$ cat src/rtl/funct_generator_ctrl.sv
// funct_generator_ctrl
//   Sequencer for the function-generator datapath. Computes waveform samples,
//   drives the external sample register (d / enh / clrh) and pushes each
//   registered sample into the downstream FIFO, honouring FIFO backpressure.
//
// Ports
//   clk        system clock, rising edge
//   rst        asynchronous active-low reset
//   start      start request (sampled in IDLE only)
//   stop       abort request (sampled in any non-IDLE state)
//   wave_sel   00 sawtooth, 01 triangle, 10 square, 11 ramp-down
//   div        sample period minus 1, in clk cycles
//   burst_len  number of samples to emit, 0 = continuous
//   fifo_full  FIFO full flag
//   sample_d   next sample, to register d
//   reg_enh    register load enable
//   reg_clrh   register synchronous clear
//   fifo_wr    FIFO write strobe (FIFO captures register q)
//   busy       state is not IDLE
//   done       one-cycle pulse on the final burst write
module funct_generator_ctrl #(
  parameter int DATA_WIDTH  = 8,
  parameter int DIV_WIDTH   = 16,
  parameter int BURST_WIDTH = 16
) (
  input  logic                   clk,
  input  logic                   rst,
  input  logic                   start,
  input  logic                   stop,
  input  logic [1:0]             wave_sel,
  input  logic [DIV_WIDTH-1:0]   div,
  input  logic [BURST_WIDTH-1:0] burst_len,
  input  logic                   fifo_full,
  output logic [DATA_WIDTH-1:0]  sample_d,
  output logic                   reg_enh,
  output logic                   reg_clrh,
  output logic                   fifo_wr,
  output logic                   busy,
  output logic                   done
);

  typedef enum logic [1:0] {IDLE, RUN, STALL, FLUSH} state_t;

  localparam logic [DATA_WIDTH-1:0]  P_ONE = DATA_WIDTH'(1);
  localparam logic [DIV_WIDTH-1:0]   D_ONE = DIV_WIDTH'(1);
  localparam logic [BURST_WIDTH-1:0] B_ONE = BURST_WIDTH'(1);

  state_t                 state, state_nx;
  logic [1:0]             wave_l;
  logic [DIV_WIDTH-1:0]   div_l;
  logic [BURST_WIDTH-1:0] blen_l;
  logic [DIV_WIDTH-1:0]   presc;
  logic [BURST_WIDTH-1:0] cnt;
  logic [DATA_WIDTH-1:0]  p, p_nx;
  logic                   dir_up, dir_nx;
  logic                   wr_pend, wr_pend_nx;
  logic                   blocked, exhausted, tick;
  logic [DATA_WIDTH-1:0]  wave_val;

  // A pending write that the FIFO refuses freezes the prescaler and
  // suppresses ticks, so the unwritten sample in the register is never
  // overwritten.
  assign blocked   = wr_pend & fifo_full;
  assign exhausted = (blen_l != '0) && (cnt == blen_l);
  assign tick      = (state == RUN) && !blocked && (presc == div_l);

  always_comb begin
    case (wave_l)
      2'b00:   wave_val = p;
      2'b01:   wave_val = p;
      2'b10:   wave_val = {DATA_WIDTH{p[DATA_WIDTH-1]}};
      default: wave_val = ~p;
    endcase
  end

  // Phase advance; for the triangle p holds v and bounces off the rails
  // without repeating the endpoint.
  always_comb begin
    p_nx   = p + P_ONE;
    dir_nx = dir_up;
    if (wave_l == 2'b01) begin
      if (dir_up) begin
        if (p == '1) begin
          p_nx   = p - P_ONE;
          dir_nx = 1'b0;
        end
      end else begin
        if (p == '0) begin
          p_nx   = P_ONE;
          dir_nx = 1'b1;
        end else begin
          p_nx = p - P_ONE;
        end
      end
    end
  end

  always_comb begin
    busy     = (state != IDLE);
    sample_d = busy ? wave_val : '0;
    reg_enh  = tick & ~stop & ~exhausted;
    reg_clrh = (state == FLUSH);
    fifo_wr  = ((state == RUN) || (state == STALL)) & wr_pend & ~fifo_full;
    // Once every sample is loaded, the write that fires is the last one.
    done     = fifo_wr & exhausted & ~stop;
  end

  always_comb begin
    state_nx = state;
    case (state)
      IDLE:  if (start && !stop) state_nx = RUN;
      RUN: begin
        if (stop)         state_nx = FLUSH;
        else if (done)    state_nx = IDLE;
        else if (blocked) state_nx = STALL;
      end
      STALL: begin
        if (stop)            state_nx = FLUSH;
        else if (!fifo_full) state_nx = done ? IDLE : RUN;
      end
      default: state_nx = IDLE;
    endcase
  end

  // A blocked write is dropped when leaving RUN/STALL for FLUSH.
  assign wr_pend_nx = ((state_nx == RUN) || (state_nx == STALL)) &&
                      (reg_enh || (wr_pend && !fifo_wr));

  always_ff @(posedge clk or negedge rst) begin
    if (!rst) begin
      state   <= IDLE;
      wave_l  <= '0;
      div_l   <= '0;
      blen_l  <= '0;
      presc   <= '0;
      cnt     <= '0;
      p       <= '0;
      dir_up  <= 1'b0;
      wr_pend <= 1'b0;
    end else begin
      state   <= state_nx;
      wr_pend <= wr_pend_nx;
      if (state == IDLE) begin
        if (start && !stop) begin
          wave_l <= wave_sel;
          div_l  <= div;
          blen_l <= burst_len;
          presc  <= '0;
          cnt    <= '0;
          p      <= '0;
          dir_up <= 1'b1;
        end
      end else if ((state == RUN) && !blocked) begin
        presc <= (presc == div_l) ? '0 : presc + D_ONE;
      end
      if (reg_enh) begin
        p      <= p_nx;
        dir_up <= dir_nx;
        if (blen_l != '0) cnt <= cnt + B_ONE;
      end
    end
  end

endmodule

$ cat config.mk
export PLATFORM = sky130hd
export DESIGN_NAME = funct_generator_ctrl
export DESIGN_NICKNAME = d
export VERILOG_FILES = /design/src/rtl/funct_generator_ctrl.sv
export SDC_FILE = /design/constraint.sdc
export NUM_CORES = 1
export LEC_CHECK = 0
export CAP_MARGIN = 30
export CORE_ASPECT_RATIO = 0.8
export CORE_MARGIN = 8
export CORE_UTILIZATION = 60
export CTS_CLUSTER_DIAMETER = 50
export DETAILED_ROUTE_END_ITERATION = 8
export PLACE_DENSITY = 0.84
export SETUP_SLACK_MARGIN = 0.15
export SLEW_MARGIN = 25
export SYNTH_ARGS = -nofsm -noshare
export SYNTH_HDL_FRONTEND = slang
export SYNTH_SLANG_ARGS = --single-unit
$ cat constraint.sdc
create_clock -name clk -period 5.2 [get_ports clk]
set_clock_uncertainty 0.2 [all_clocks]
set_input_delay 1.56 -clock clk [delete_from_list [all_inputs] [get_ports clk]]
set_output_delay 1.56 -clock clk [all_outputs]
set_load 0.01 [all_outputs]
==> results.json <==
{
  "die_h_um": 95.4,
  "finalSetupTns_ps": 0,
  "avgSynthCellArea_um2": 9.78,
  "dp_slack_ps": -101,
  "nFillCells": 589,
  "holdPathEnd": "div_l[14]",
  "final_cells": 638,
  "hold_slack_ps": 334,
  "numPortBuffers": 51,
  "end_kind": "output port",
  "final_area_mm2": 0.00551,
  "vias_per_cell": 6.13,
  "grt_start_max_net_pins": 79,
  "grt.total_usage_pct": 21.1,
  "hp-start": "div_l[14]",
  "routed_wirelength_mm": 11.2,
  "worstSetupPathType": "primary input to output port",
  "combinationalPowerShare_pct": 36.5,
  "syn-instance-count": 483,
  "synthFlopType": "dfrtp_1",
  "drive_gt1_share_pct": 13.8,
  "yosys_warnings": 0,
  "synth_edf_count": 0,
  "cts_buffer_depth": 2,
  "grt_antenna_before_repair": 0,
  "area_delta_synth_final_pct": 16.6,
  "critPathMaxFanout": 5,
  "fmax_mhz": 202,
  "regArea_mm2": 0.00195,
  "hold_viol_final": 0,
  "clkSlewWorstSetupHoldPaths_ps": 80,
  "r2r_slack_ps": 2220,
  "place_area_mm2": 0.00529,
  "power.leakage_nw": 2.47,
  "min_path_cells": 1,
  "setup_ws_ps": 249,
  "worst-endpoint-arrival_ps": 3190,
  "crit_chain": "clkdlybuf4s50_1 -> buf_4 -> nand2_1 -> nand2_1 -> nor2_4 -> o211ai_2 -> inv_1 -> clkdlybuf4s50_1",
  "slowest_delay_ps": 530,
  "place_congestion": 0.883,
  "ys_seq_area_share_pct": 41.3,
  "final.min_clock_period_ps": 4950,
  "required_ps": 3440,
  "cts_tree": "yes",
  "dieArea_mm2": 0.0110,
  "synth_fp_nets": 531,
  "ys_async_sr_fraction_pct": 100,
  "worstRegToRegCells": 6,
  "switching_power_w": 0.000817,
  "globalRouteOverflowTotal": 0,
  "p_int_w": 0.00147,
  "cts.htree.levels": 3,
  "ys_seq_elements": 78,
  "maxSlewViolCount": 0,
  "detail-route-antenna-nets": 0,
  "power_density_mw_per_mm2": 416,
  "dp_hpwl_mm": 7.85,
  "dr.pass1.iters": 5,
  "routedWlPerCell_um": 17.5,
  "worst_setup_path_start_kind": "primary input",
  "synth_cell_type_count": 58,
  "grt_pass1_wl_mm": 18.5,
  "rows": 29,
  "hold_class": "flip-flop to flip-flop",
  "clk_latency_ps": 360,
  "slew_headroom_pct": 42.5,
  "worst_slew_pin_slew_ps": 861,
  "pwr-share-clk_pct": 21.8,
  "finalSetupViolations": 0,
  "switching_share_pct": 35.7,
  "final_nets": 574,
  "root_buffer": "clkbuf_8",
  "dp_cells": 623,
  "seqPwrFrac_pct": 41.7,
  "num_vias": 3911,
  "status": "complete, no violations",
  "timing.rr.start": "state[1]",
  "cts_buffers": 9,
  "initial_core_util_pct": 60.6,
  "grt_pass1_vias": 3778,
  "rsz0062_at_grt": "no",
  "core_mm2": 0.00780,
  "worst_path_max_delay_cell": "clkdlybuf4s50_1",
  "syn_area_mm2": 0.00472,
  "die_w_um": 115,
  "cts_hold_buffers": 0,
  "drtIter0Drc": 314,
  "r2r_end": "presc[6]",
  "diodes": 0,
  "num_io_pins": 52,
  "fin_crit_sh_pct": 95.2,
  "multi_input_area_mm2": 0.00257,
  "clkSinkCount": 78,
  "drc_errors": 0,
  "max_cap_viol_count": 0,
  "vdd_ir_drop_max_v": 0.000246
}
[cells by family (layout without fill, tap and decap cells)]
group | after synthesis | count (layout) | share of synthesized area, %
AO/OA/AOI/OAI | 108 | 108 | 15.8
adder cells (fa/ha/maj) | 9 | 9 | 2.38
buffers and inverters | 46 | 93 | 4.53
XOR/XNOR | 37 | 37 | 7.18
AND/OR/NAND/NOR | 167 | 167 | 19.8
multiplexers | 38 | 38 | 9.00
flip-flops | 78 | 78 | 41.3
[final cells by class]
class	count	share of cell area [%]
clock buffers	10	2.32
clock inverters	5	1.52
inverters	21	1.43
multi-input cells	359	46.6
flip-flops and latches	78	35.4
well taps	108	2.45
repair buffers	57	10.2
[cells in the mapped netlist (all sizes together), types with 5 or more instances]
| master | number | area [um^2] |
|---|---|---|
| a211o | 6 | 52.6 |
| inv | 21 | 78.8 |
| nor3b | 15 | 113 |
| nand3 | 21 | 110 |
| nor4 | 15 | 109 |
| a211oi | 8 | 60.1 |
| nand4 | 10 | 68.8 |
| and3 | 12 | 75.1 |
| a21oi | 24 | 131 |
| or3 | 5 | 31.3 |
| buf | 17 | 105 |
| o21ai | 26 | 130 |
| nor2 | 25 | 93.8 |
| nand2 | 28 | 105 |
| ha | 9 | 113 |
| xnor2 | 18 | 173 |
| dfrtp | 78 | 1950 |
| nor3 | 12 | 60.1 |
| clkbuf | 8 | 30.0 |
| a21o | 21 | 158 |
| mux2 | 36 | 405 |
| xor2 | 19 | 166 |
[metal layers]
metal	wire (um)	up-vias	global-route usage [%]
met4	216	0	6.54
met3	702	20	5.06
met2	5220	145	33.8
met5	0	-	0
li1	-	1846	-
met1	5020	1900	27.9
[cell usage in the layout (no fill, tap or decap), types with 3 or more instances in the layout]
master / instances
o21ai_0: 25
dfrtp_1: 78
nand2b_1: 3
nand3_1: 20
xor2_1: 19
buf_4: 5
a21o_1: 21
a211o_1: 6
inv_1: 21
clkbuf_8: 9
or2_2: 4
mux2_2: 35
a21oi_1: 23
a211oi_1: 8
o22ai_1: 3
nand4_1: 9
nand2_1: 28
nor2_1: 24
and3_1: 12
clkdlybuf4s50_1: 49
nor2b_1: 4
or3_1: 5
nor4_1: 14
ha_1: 9
nor3_1: 12
nor3b_1: 15
or4_1: 4
and4_1: 4
xnor2_1: 16
[repair_timing]
item                       4_1_cts  5_1_grt
hold endpoints to repair         0        0
setup endpoints to repair        1        2
setup buffers                    0        0
resized for setup                1        4
[critical path: cells and delay by family]
family,cells,cell delay (ps)
buffers and inverters,4,1220
AND/OR/NAND/NOR,3,290
AO/OA/AOI/OAI,1,120
[metrics by stage]
step,total power [W],utilization [%]
6_report,0.00229,70.6
5_1_grt,0.00243,70.6
4_1_cts,0.00229,70.5
3_5_place_dp,0.00179,67.8
3_3_place_gp,0.00176,67.8
2_1_floorplan,0.00153,-
[power by group through the flow]
stage          Combinational (W)  Clock, W  Sequential (W)
2_1_floorplan           0.000638         0        0.000893
3_3_place_gp            0.000800         0        0.000958
3_5_place_dp            0.000825         0        0.000966
4_1_cts                 0.000835  0.000503        0.000954
5_1_grt                 0.000923  0.000521        0.000982
6_report                0.000836  0.000500        0.000955
[registers in the layout, summed over array words and instances (netlist names)]
register,flops
blen_l,16
cnt,16
div_l,16
presc,16
p,8
state,2
wave_l,2
dir_up,1
wr_pend,1
[worst max-delay path by stage]
| stage | endpoint | startpoint | slack (ps) | cells after the start |
|---|---|---|---|---|
| after floorplan | done | fifo_full | 850 | 4 |
| after global routing | reg_enh | fifo_full | 160 | 8 |
| after CTS | done | fifo_full | 160 | 6 |
| after detailed placement | done | fifo_full | -100 | 6 |
| final | reg_enh | fifo_full | 250 | 8 |
| after global placement | done | fifo_full | -60 | 6 |
Note: power is estimated with default switching activity, not from simulation.
